--- config.mk ---
export PLATFORM = sky130hd
export DESIGN_NAME = adpll_lock_detector
export DESIGN_NICKNAME = d
export VERILOG_FILES = /design/src/rtl/adpll_lock_detector.sv
export SDC_FILE = /design/constraint.sdc
export NUM_CORES = 1
export LEC_CHECK = 0
export CORE_UTILIZATION = 50
export CTS_BUF_LIST = sky130_fd_sc_hd__clkbuf_16
export DETAILED_ROUTE_END_ITERATION = 10
export PLACE_DENSITY = 0.78
export SLEW_MARGIN = 20
export SYNTH_ARGS = -nofsm -noshare
export SYNTH_HDL_FRONTEND = slang
export SYNTH_SLANG_ARGS = --single-unit
--- constraint.sdc ---
create_clock -name clk -period 19.39 [get_ports clk]
set_clock_uncertainty 0.2 [all_clocks]
set_input_delay 4.8475 -clock clk [delete_from_list [all_inputs] [get_ports clk]]
set_output_delay 4.8475 -clock clk [all_outputs]
set_load 0.05 [all_outputs]
--- src/rtl/adpll_lock_detector.sv ---
// ADPLL lock detector: measures the reference and feedback periods and their
// rising-edge phase offset in clk cycles, and runs a hysteretic lock FSM that
// drives a locked flag and a single-cycle lock_lost pulse.
module adpll_lock_detector #(
  parameter int CNT_W      = 16,
  parameter int TOL        = 2,
  parameter int PHASE_TOL  = 4,
  parameter int LOCK_CNT   = 16,
  parameter int UNLOCK_CNT = 4
) (
  input  logic             clk,
  input  logic             rst,
  input  logic             enable,
  input  logic             ref_in,
  input  logic             fb_in,
  output logic             locked,
  output logic             lock_lost,
  output logic [CNT_W-1:0] ref_period,
  output logic [CNT_W-1:0] fb_period,
  output logic [CNT_W-1:0] phase_err
);

  localparam logic [CNT_W-1:0] CNT_MAX     = '1;
  localparam logic [CNT_W:0]   TOL_V       = (CNT_W+1)'(TOL);
  localparam logic [CNT_W:0]   PHASE_TOL_V = (CNT_W+1)'(PHASE_TOL);
  localparam int               MW          = $clog2(LOCK_CNT + 1);
  localparam int               XW          = $clog2(UNLOCK_CNT + 1);
  localparam logic [MW-1:0]    LOCK_LAST   = MW'(LOCK_CNT - 1);
  localparam logic [XW-1:0]    MISS_LAST   = XW'(UNLOCK_CNT - 1);

  typedef enum logic [1:0] {IDLE, ACQUIRE, LOCKED} state_t;

  state_t           state, state_nxt;
  logic [MW-1:0]    match_cnt, match_nxt;
  logic [XW-1:0]    miss_cnt, miss_nxt;
  logic             primed, primed_nxt;
  logic             lost_nxt;
  logic             ref_p0, ref_p1, ref_p2;
  logic             fb_p0, fb_p1, fb_p2;
  logic             ref_edge, fb_edge;
  logic [CNT_W-1:0] ref_cnt, fb_cnt, phase_cnt;
  logic             fb_seen;
  logic             ref_sat, fb_sat;
  logic [CNT_W-1:0] ref_period_new, fb_period_new, phase_new;
  logic [CNT_W-1:0] fb_period_cur, phase_cur;
  logic             eval, match;

  // Saturating increment shared by all counters.
  function automatic logic [CNT_W-1:0] sat_inc(input logic [CNT_W-1:0] v);
    return (v == CNT_MAX) ? v : v + 1'b1;
  endfunction

  // |a - b| computed one bit wider so the subtraction cannot wrap.
  function automatic logic [CNT_W:0] abs_diff(input logic [CNT_W-1:0] a,
                                              input logic [CNT_W-1:0] b);
    logic signed [CNT_W:0] d;
    d = $signed({1'b0, a}) - $signed({1'b0, b});
    return (d < 0) ? $unsigned(-d) : $unsigned(d);
  endfunction

  // Distance to the nearer ref edge: lagging offset or period minus it (fb leading).
  function automatic logic [CNT_W:0] phase_metric(input logic [CNT_W-1:0] ph,
                                                  input logic [CNT_W-1:0] per);
    logic signed [CNT_W+1:0] lead;
    lead = $signed({2'b00, per}) - $signed({2'b00, ph});
    if (lead < 0 || lead[CNT_W:0] >= {1'b0, ph}) return {1'b0, ph};
    return lead[CNT_W:0];
  endfunction

  assign ref_edge = ref_p1 & ~ref_p2;
  assign fb_edge  = fb_p1 & ~fb_p2;
  assign ref_sat  = (ref_cnt == CNT_MAX);
  assign fb_sat   = (fb_cnt == CNT_MAX);

  // Freshest measurements: a same-cycle fb edge is folded into the evaluation.
  assign ref_period_new = sat_inc(ref_cnt);
  assign fb_period_new  = sat_inc(fb_cnt);
  assign phase_new      = ref_edge ? '0 : sat_inc(phase_cnt);
  assign fb_period_cur  = fb_edge ? fb_period_new : fb_period;
  assign phase_cur      = fb_edge ? phase_new : phase_err;

  assign eval  = ref_edge && primed && (state != IDLE);
  assign match = fb_seen && !ref_sat && !fb_sat &&
                 (abs_diff(ref_period_new, fb_period_cur) <= TOL_V) &&
                 (phase_metric(phase_cur, ref_period_new) <= PHASE_TOL_V);

  assign locked = (state == LOCKED);

  // Stage p0/p1: two-flop synchronizers; stage p2: delay flop for rising-edge detection.
  always_ff @(posedge clk or negedge rst) begin
    if (!rst) begin
      ref_p0 <= 1'b0;
      ref_p1 <= 1'b0;
      ref_p2 <= 1'b0;
      fb_p0  <= 1'b0;
      fb_p1  <= 1'b0;
      fb_p2  <= 1'b0;
    end else begin
      ref_p0 <= ref_in;
      ref_p1 <= ref_p0;
      ref_p2 <= ref_p1;
      fb_p0  <= fb_in;
      fb_p1  <= fb_p0;
      fb_p2  <= fb_p1;
    end
  end

  // Period, phase and window counters; held cleared while disabled.
  always_ff @(posedge clk or negedge rst) begin
    if (!rst) begin
      ref_cnt   <= '0;
      fb_cnt    <= '0;
      phase_cnt <= '0;
      fb_seen   <= 1'b0;
    end else if (!enable) begin
      ref_cnt   <= '0;
      fb_cnt    <= '0;
      phase_cnt <= '0;
      fb_seen   <= 1'b0;
    end else begin
      ref_cnt   <= ref_edge ? '0 : sat_inc(ref_cnt);
      fb_cnt    <= fb_edge ? '0 : sat_inc(fb_cnt);
      phase_cnt <= ref_edge ? '0 : sat_inc(phase_cnt);
      if (ref_edge)
        fb_seen <= fb_edge;
      else if (fb_edge)
        fb_seen <= 1'b1;
    end
  end

  // Measurement outputs latch on their own edge and hold while disabled.
  always_ff @(posedge clk or negedge rst) begin
    if (!rst) begin
      ref_period <= '0;
      fb_period  <= '0;
      phase_err  <= '0;
    end else if (enable) begin
      if (ref_edge)
        ref_period <= ref_period_new;
      if (fb_edge) begin
        fb_period <= fb_period_new;
        phase_err <= phase_new;
      end
    end
  end

  // Lock FSM state register with match/miss hysteresis counters.
  always_ff @(posedge clk or negedge rst) begin
    if (!rst) begin
      state     <= IDLE;
      match_cnt <= '0;
      miss_cnt  <= '0;
      primed    <= 1'b0;
      lock_lost <= 1'b0;
    end else begin
      state     <= state_nxt;
      match_cnt <= match_nxt;
      miss_cnt  <= miss_nxt;
      primed    <= primed_nxt;
      lock_lost <= lost_nxt;
    end
  end

  // Next-state logic: enable has priority, then reference timeout, then edge evaluation.
  always_comb begin
    state_nxt  = state;
    match_nxt  = match_cnt;
    miss_nxt   = miss_cnt;
    primed_nxt = primed;
    lost_nxt   = 1'b0;
    if (!enable) begin
      state_nxt  = IDLE;
      match_nxt  = '0;
      miss_nxt   = '0;
      primed_nxt = 1'b0;
    end else begin
      if (ref_edge) primed_nxt = 1'b1;
      case (state)
        IDLE: begin
          state_nxt  = ACQUIRE;
          match_nxt  = '0;
          miss_nxt   = '0;
          primed_nxt = 1'b0;
        end
        ACQUIRE: begin
          if (eval) begin
            if (!match) begin
              match_nxt = '0;
            end else if (match_cnt == LOCK_LAST) begin
              state_nxt = LOCKED;
              match_nxt = '0;
              miss_nxt  = '0;
            end else begin
              match_nxt = match_cnt + 1'b1;
            end
          end
        end
        LOCKED: begin
          if (ref_sat) begin
            state_nxt = ACQUIRE;
            match_nxt = '0;
            miss_nxt  = '0;
            lost_nxt  = 1'b1;
          end else if (eval) begin
            if (match) begin
              miss_nxt = '0;
            end else if (miss_cnt == MISS_LAST) begin
              state_nxt = ACQUIRE;
              match_nxt = '0;
              miss_nxt  = '0;
              lost_nxt  = 1'b1;
            end else begin
              miss_nxt = miss_cnt + 1'b1;
            end
          end
        end
        default: state_nxt = IDLE;
      endcase
    end
  end

endmodule
==> impl.org, run 1 <==
** Critical path
- At the worst endpoint, the required time is just under 20 ns.
- Across all register-to-register paths, the minimum setup slack is about 12 ns.
- Worst path slowest cell :: sky130_fd_sc_hd__mux2i_1
- Critical Path Start Type :: flop
- Critical Path End Type :: flop
- Buffer and inverter count on the worst path :: 1
- Of all nets on the critical path, the largest fanout is 11.
- Largest incremental delay on the critical path :: about 0.50 ns
- Largest delay share family, worst path :: simple AND/OR/NAND/NOR gates
- Critical Path Most Common Cell :: sky130_fd_sc_hd__ha_1
- Data arrival time at the worst-slack endpoint :: between 7 and 8 ns
- The critical path is of the flop to flop type.

** Power
- VDD IR-drop max :: roughly 65 uV
- Total power for the finished layout comes to approximately 0.8 mW.
- Internal portion of total power :: ~0.55 mW
- Power share of the combinational group :: 0.266
- Summed over all nets, the switching power comes to around 0.24 mW.
- Sequential cell fraction of total power :: 0.314
- Leak :: 4.25 nW
- Power spread over the standard cell area amounts to about 81 nW/um2.
- Clock network fraction of total power :: 0.420
- Of the total power, the share spent switching nets is 0.307.

** Run
- The tool flagged a number of max-cap violations equal to 0.

** Detailed routing
- Detailed-routed wire length on met3 :: approximately 1.5 mm
- The first detailed-routing pass ran for 5 iterations.
- The detailed router used layers up to and including met4.
- Summing over every cut layer, the via total after detailed routing is 8008.
- After detailed routing, the met2 layer carries 10.3 mm of wire.
- After detailed routing, the wire length on met1 is 10.3 mm.
- The detail route stage leaves a number of antenna-violating nets equal to 0.
- Remaining design rule violation count :: 0
- After detailed routing, the total wire length is ~23 mm.
- Vias per cell :: between 6 and 7
- Wire length per cell after detailed routing :: between 15 and 20 um
- The detailed router finished its first iteration with between 500 and 600 violations.

** Timing
- For the final routed database, the setup TNS stands at 0 ns.
- For the pin with the worst max-slew slack, the measured transition is 0.962 ns.
- Final WS setup :: between 10 and 15 ns
- Worst hold margin :: 0.151 ns
- Final hold viol count :: 0
- Final number of max-transition violations :: 0
- Setup repair after global routing left no endpoint under its margin.
- Subtracting the final worst setup slack from the clock period gives approximately 7.6 ns.
- Setup Viol. Count Final :: 0
- Fmax :: 0.132 GHz
- Worst slew margin relative to its limit :: 0.356
- Post-route clock period utilization :: 0.390

** Place
- The placed instances occupy a cell area of approximately 9200 um2.
- Count of input and output buffers :: 54
- The wire-length estimate of the detail-placed layout is 17.0 mm.
- Final RePlAce weighted congestion :: just over 0.9
- After detailed placement, the design holds a cell count of 1278.
- Post-placement worst setup slack :: roughly 12 ns

** Logic synthesis
- The Yosys step of the flow raised 0 warnings.
- Synth Flop Type :: sky130_fd_sc_hd__dfrtp_1
- Total of flip-flops plus latches after synthesis :: 115
- Count of distinct cell types in the synthesized netlist :: 85
- Netlist area before placement :: roughly 8500 um2
- Syn_area_per_cell :: between 8 and 9 um2
- The cell count after synthesis came out at a little over 1000.
- Synthesis produced a netlist with a net count of 1093.
- Fraction of the yosys area taken by sequential cells :: 0.338
- Number of enable-type register cells in the synthesized netlist :: 0
- For this run, asynchronously set or reset flops after synthesis account for 1.00.

** Floorplan
- Initial cell density of the core :: 0.513
- Top-level port count :: 55
- Floorplan die height :: 132 um
- Floorplan row count :: 47
- The floorplan step set the die width to 132 um.
- The region available for standard cell placement spans roughly 17000 um2.
- Total Die Area :: about 18000 um2

** Clock network
- Once the clock tree was built, the setup fixing pass inserted 0 buffers.
- For this design, the sink count on the clock tree is approximately 120.
- CTS placed an instance of sky130_fd_sc_hd__clkbuf_16 at the clock tree root.
- Insertion delay to the later sink of the worst-skew pair :: between 0.4 and 0.5 ns
- CTS-repair resized insts :: 0
- The H-tree was split into 4 levels.
- Buffers inserted during clock tree synthesis total 17.
- Clock-pin slew was measured on the worst setup and hold paths at 0.05 ns.
- TritonCTS built the clock tree.
- The longest clock path from root to sink contains 2 buffers.
- Number of hold buffers added after cts :: 0

** Global routing
- Residual overflow from global routing :: 0
- Wire length of the first global-routing pass :: about 37 mm
- Entering global routing, the biggest net connects 76 pins.
- The number of global-route vias before repair was approximately 7400.
- Overall track demand over capacity in global routing :: 0.268
- The initial antenna violation count was 0.

** Cells and area
- Of the cells placed in the final design, the portion with a size suffix greater than 1 is 0.0579.
- The number of antenna diodes in the final layout is 0.
- Net count, final :: roughly 1100
- Utilization after layout :: 0.593
- After routing the design area is 9830 um2.
- From synthesis to final layout, the design area changed by 15.5%.
- Post-route insts no fill :: 1309

** Min path
- The min-delay analysis places its worst path in the category flop to flop.

** Outcome
- Status :: complete, no violations
## sequential cells by signal, indices dropped and copies added, names as in the netlist
register	cells
ref_cnt	16
phase_err	16
ref_period	16
fb_cnt	16
ref_p0	1
ref_p2	1
fb_p0	1
fb_period	16
phase_cnt	16
primed	1
miss_cnt	3
match_cnt	5
fb_p1	1
ref_p1	1
state	2
lock_lost	1
fb_p2	1
fb_seen	1
## synth_stat cells, drive strengths merged, types with 6 or more instances
cell / number / share of area
or3: 11 / 0.0081
dfrtp: 115 / 0.34
a2111oi: 6 / 0.0087
buf: 6 / 0.0035
and4: 10 / 0.010
a21oi: 66 / 0.039
nand2: 119 / 0.053
clkbuf: 34 / 0.015
a31oi: 7 / 0.0051
nor2b: 13 / 0.0096
o211ai: 11 / 0.010
xor2: 24 / 0.025
xnor2: 29 / 0.030
nor3: 31 / 0.018
o31ai: 12 / 0.013
and2: 12 / 0.0088
a21o: 17 / 0.015
inv: 42 / 0.019
o21ai: 97 / 0.057
nand4: 17 / 0.014
nor2: 120 / 0.053
nand2b: 12 / 0.0088
nand3: 42 / 0.025
o31a: 6 / 0.0062
and3: 11 / 0.0081
mux2i: 13 / 0.015
a211oi: 6 / 0.0053
or2: 7 / 0.0051
o21a: 6 / 0.0053
ha: 47 / 0.069
nor4: 11 / 0.011
## per-layer routing
| metal | GRT usage | vias up |
|---|---|---|
| li1 | - | 3846 |
| met1 | 0.371 | 3805 |
| met2 | 0.418 | 311 |
| met3 | 0.0460 | 46 |
| met4 | 0.104 | 0 |
| met5 | 0 | - |
## worst reg2reg max path: cells and delay by family (launching register included)
| kind | cells | cell delay (ns) |
|---|---|---|
| AND/OR/NAND/NOR | 10 | 2.73 |
| AO/OA/AOI/OAI | 11 | 2.57 |
| adder cells (fa/ha/maj) | 3 | 0.87 |
| multiplexers | 1 | 0.50 |
| flip-flops | 1 | 0.38 |
| buffers and inverters | 1 | 0.21 |
## area by class of cell
| type | instances | area, um2 |
|---|---|---|
| repair buffers | 59 | 576 |
| well taps | 220 | 275 |
| flip-flops and latches | 115 | 2880 |
| multi-input cells | 840 | 5310 |
| fillers | 1488 | 6760 |
| clock buffers | 17 | 425 |
| inverters | 44 | 166 |
| clock inverters | 14 | 195 |
## placed cells by master, fill, tap and decap left out, types with 10 or more instances in the layout
cell type / instances
sky130_fd_sc_hd__clkbuf_16: 17
sky130_fd_sc_hd__nand4_1: 16
sky130_fd_sc_hd__o211ai_1: 10
sky130_fd_sc_hd__dfrtp_1: 115
sky130_fd_sc_hd__nor2b_1: 13
sky130_fd_sc_hd__ha_1: 47
sky130_fd_sc_hd__mux2i_1: 13
sky130_fd_sc_hd__nand3_1: 41
sky130_fd_sc_hd__nor3_1: 31
sky130_fd_sc_hd__nor2_1: 120
sky130_fd_sc_hd__or3_1: 11
sky130_fd_sc_hd__and2_1: 12
sky130_fd_sc_hd__and4_1: 10
sky130_fd_sc_hd__a21o_1: 17
sky130_fd_sc_hd__xor2_1: 24
sky130_fd_sc_hd__and3_1: 11
sky130_fd_sc_hd__o21ai_0: 94
sky130_fd_sc_hd__inv_1: 43
sky130_fd_sc_hd__nand2b_1: 11
sky130_fd_sc_hd__nand2_1: 116
sky130_fd_sc_hd__clkdlybuf4s50_1: 53
sky130_fd_sc_hd__a21oi_1: 66
sky130_fd_sc_hd__xnor2_1: 29
## power by group through the flow
| stage | clock network (mW) | logic, mW | registers (mW) |
|---|---|---|---|
| after detailed placement | 0 | 0.207 | 0.254 |
| final | 0.334 | 0.212 | 0.250 |
| after global placement | 0 | 0.207 | 0.254 |
| after CTS | 0.338 | 0.209 | 0.250 |
| after global routing | 0.348 | 0.233 | 0.251 |
| after floorplan | 0 | 0.149 | 0.262 |
## cells by family (layout without fill, tap and decap cells)
group	after synthesis	count (layout)	synth area share
buf+inv	84	134	0.0381
mux	15	15	0.0179
simple gates	439	439	0.259
xor+xnor	53	53	0.0546
compound gates	284	284	0.218
flops	115	115	0.338
fa+ha+maj	49	49	0.0738
## worst paths after layout
check	depth (start not counted)	start	end
max	26	ref_cnt[0]$_DFF_PN0_	state[0]$_DFFE_PN0P_
min	0	fb_p0$_DFF_PN0_	fb_p1$_DFF_PN0_
max reg2reg	26	ref_cnt[0]$_DFF_PN0_	state[0]$_DFFE_PN0P_
min reg2reg	0	fb_p0$_DFF_PN0_	fb_p1$_DFF_PN0_
max in group asynchronous	2	rst	fb_cnt[12]$_DFF_PN0_
min in group asynchronous	1	rst	ref_period[10]$_DFFE_PN0P_
Note: power is estimated with default switching activity, not from simulation.
==> run 2: changes to the inputs <==
==> constraint.sdc (replaced) <==
create_clock -name clk -period 7.65 [get_ports clk]
set_clock_uncertainty 0.2 [all_clocks]
set_input_delay 1.9125 -clock clk [delete_from_list [all_inputs] [get_ports clk]]
set_output_delay 1.9125 -clock clk [all_outputs]
set_load 0.05 [all_outputs]
==> run 2 against run 1 <==
Compared with the run above: setup slack lost 11 ns; highest routed layer unchanged; largest cell class unchanged; wire length shrank 0.79%; sequential cell count unchanged; sequential power grew to 2.5 times the previous value; cell count grew 0.31%; total power increased to 2.6 times the previous value; die area unchanged; design area rose by 0.83%.
==> impl.org, run 2 (synthesized netlist as in run 1, its figures left out) <==
** Outcome
- The flow ran to the end, and the final reports show no timing, DRC or antenna violations.

** Clock network
- Clock net sink count :: 115
- The longest clock path from root to sink contains 2 buffers.
- Buffers inserted to repair hold after CTS numbered 0.
- TritonCTS clock tree :: yes
- Clock Root Buffer :: sky130_fd_sc_hd__clkbuf_16
- Insertion delay to the later sink of the worst-skew pair :: 0.42 ns
- H-Tree Depth :: 4
- Buffers inserted during clock tree synthesis total 17.
- Clock transition at the register clock pins on the worst setup and hold paths after CTS :: ~0.060 ns

** Global routing
- Maximum number of pins on one net before global-route repair :: 67
- Antenna violations before repair :: 0
- Wire length of the first global-routing pass :: roughly 37 mm
- Residual overflow from global routing :: 0
- Number of global-route vias before repair :: ~7400
- For this run, the total global-route usage over all layers was measured as 0.266.

** Critical path
- Along the worst path, the maximum fanout reaches 10.
- By instance count, the cell type seen most on the critical path is sky130_fd_sc_hd__ha_1.
- Worst path required time :: roughly 7.8 ns
- The worst setup path is captured at a flop.
- Critical Path Start Type :: flop
- In this run the critical register-to-register path is launched from phase_cnt[0]$_DFF_PN0_.
- For this design, the slowest cell found on the critical path is sky130_fd_sc_hd__dfrtp_1.
- Class of the most critical setup path :: flop to flop
- Largest incremental delay on the critical path :: between 0.4 and 0.5 ns
- Data arrival time at the worst-slack endpoint :: about 7.3 ns
- Crit path from :: phase_cnt[0]$_DFF_PN0_

** Min path
- Type of the worst min-delay path :: flop to flop
- Hold path start :: fb_p0$_DFF_PN0_

** Floorplan
- Total Die Area :: ~18000 um2
- Floorplan row count :: between 40 and 50
- The floorplan step set the die height to about 130 um.
- Width of the die :: 132 um
- For this configuration, the core starts out at a cell density of 0.513.
- Top-level port count :: 55
- After floorplanning, the core was sized to cover 16600 um2.

** Cells and area
- Most frequent cells in the layout :: sky130_fd_sc_hd__nor2_1, sky130_fd_sc_hd__nand2_1, sky130_fd_sc_hd__dfrtp_1
- Layout-stage area growth over the synthesis result :: 16.5%
- Of the cells placed in the final design, the portion with a size suffix greater than 1 is 0.0659.
- The filler cells instantiated in the layout total roughly 1500.
- Leading cell type in the layout, fill and taps excluded :: sky130_fd_sc_hd__nor2_1
- For this run, the share of the core covered by cells in the final layout is 0.598.
- Number of diodes added for antenna fixing :: 0
- In the final design database the tool counted between 1000 and 1500 nets.

** Timing
- Setup Viol. Count Final :: 0
- Setup repair after global routing missed its margin :: no
- The smallest clock period supported by the final layout is computed as approximately 7.2 ns.
- Across all hold checks on the routed design, the worst slack comes to around 0.15 ns.
- The worst pin sits at a relative slew slack of 0.341.
- Based on the critical path, the design can be clocked at up to about 0.14 GHz.
- Final number of max-transition violations :: 0
- Post-route clock period utilization :: 0.940
- Setup tns final :: 0 ns
- For the pin with the worst max-slew slack, the measured transition is 0.985 ns.
- Final hold viol count :: 0

** Power
- The design draws 2.05 mW.
- Power per unit of standard cell area :: 207 nW/um2
- VDD IR-drop max :: roughly 180 uV
- Leak :: roughly 4.3 nW

** Detailed routing
- Total length of routed wires :: ~23 mm
- Once detail routing completed, the nets flagged for antenna violations numbered 0.
- First DRT Iteration DRCs :: 620
- The detailed router placed 7927 vias in this run.
- Dividing the detail-routed wire length by the instance count gives between 15 and 20 um.
- Number of search-and-repair iterations in the first detailed-routing pass :: 6
- For this run, design rule violations remaining after detail routing come to 0.
- Dividing the detail-routed via count by the number of cells gives between 6 and 7.

** Place
- Count of input and output buffers :: 54
- Once detailed placement completed, the half-perimeter wirelength came to between 15 and 20 mm.
- Final RePlAce weighted congestion :: ~0.94

** Run
- The tool flagged a number of max-cap violations equal to 0.
[run 2: layer usage]
layer	wire [um]	GRT usage	part of all wire
met1	10500	0.368	0.47
met2	10100	0.408	0.45
met3	1310	0.0460	0.058
met4	590	0.117	0.026
met5	0	0	0
[run 2: critical path, delay by kind of cell (launching register included)]
family | cells | cell delay [ns]
compound gates | 12 | 2.79
simple gates | 10 | 2.49
fa+ha+maj | 3 | 0.91
flops | 1 | 0.45
mux | 1 | 0.23
[run 2: repair_timing]
action,4_1_cts,5_1_grt
gates resized for setup,0,5
setup buffers,0,3
setup endpoints to repair,0,6
[run 2: area by class of cell]
class                      count  area (um2)  share of cell area
clock buffer                  17         425              0.0429
clock inverter                14         220              0.0222
inverter                      44         166              0.0168
multi-input combinational    840        5340               0.539
sequential                   115        2880               0.290
tap                          220         275              0.0278
timing repair buffer          63         606              0.0611
[run 2: stage by stage]
step | cell area, um2 | setup WS [ns] | std cells
detailed placement | 9210 | 0.421 | 1279
global route | 9910 | 0.0536 | 1313
finish | 9910 | 0.458 | 1313
global placement | 9210 | 0.672 | 1279
CTS | 9860 | 0.335 | 1310
floorplan | 8510 | 1.17 | 1039
[run 2: report_power, final]
| part | switching [mW] | internal, mW |
|---|---|---|
| Clock | 0.277 | 0.601 |
| Combinational | 0.322 | 0.213 |
| Sequential | 0.0117 | 0.622 |
[run 2: worst paths after layout]
check	slack (ns)	endpoint	depth (start not counted)
max in group asynchronous	4.65	fb_cnt[0]$_DFF_PN0_	2
worst min register to register	0.15	fb_p1$_DFF_PN0_	0
worst max-delay path	0.46	miss_cnt[1]$_DFFE_PN0P_	26
worst max register to register	0.46	miss_cnt[1]$_DFFE_PN0P_	26
worst min-delay path	0.15	fb_p1$_DFF_PN0_	0
min in group asynchronous	1.31	ref_period[6]$_DFFE_PN0P_	1
==> run 3: changes to the inputs <==
--- a/config.mk
+++ b/config.mk
@@ -7,6 +7,7 @@
 export LEC_CHECK = 0
 export CORE_UTILIZATION = 50
 export CTS_BUF_LIST = sky130_fd_sc_hd__clkbuf_16
+export CTS_CLUSTER_DIAMETER = 40
 export DETAILED_ROUTE_END_ITERATION = 10
 export PLACE_DENSITY = 0.78
 export SLEW_MARGIN = 20
==> results of run 3 <==
The final DEF is identical to that of run 2; final timing and power are the same.
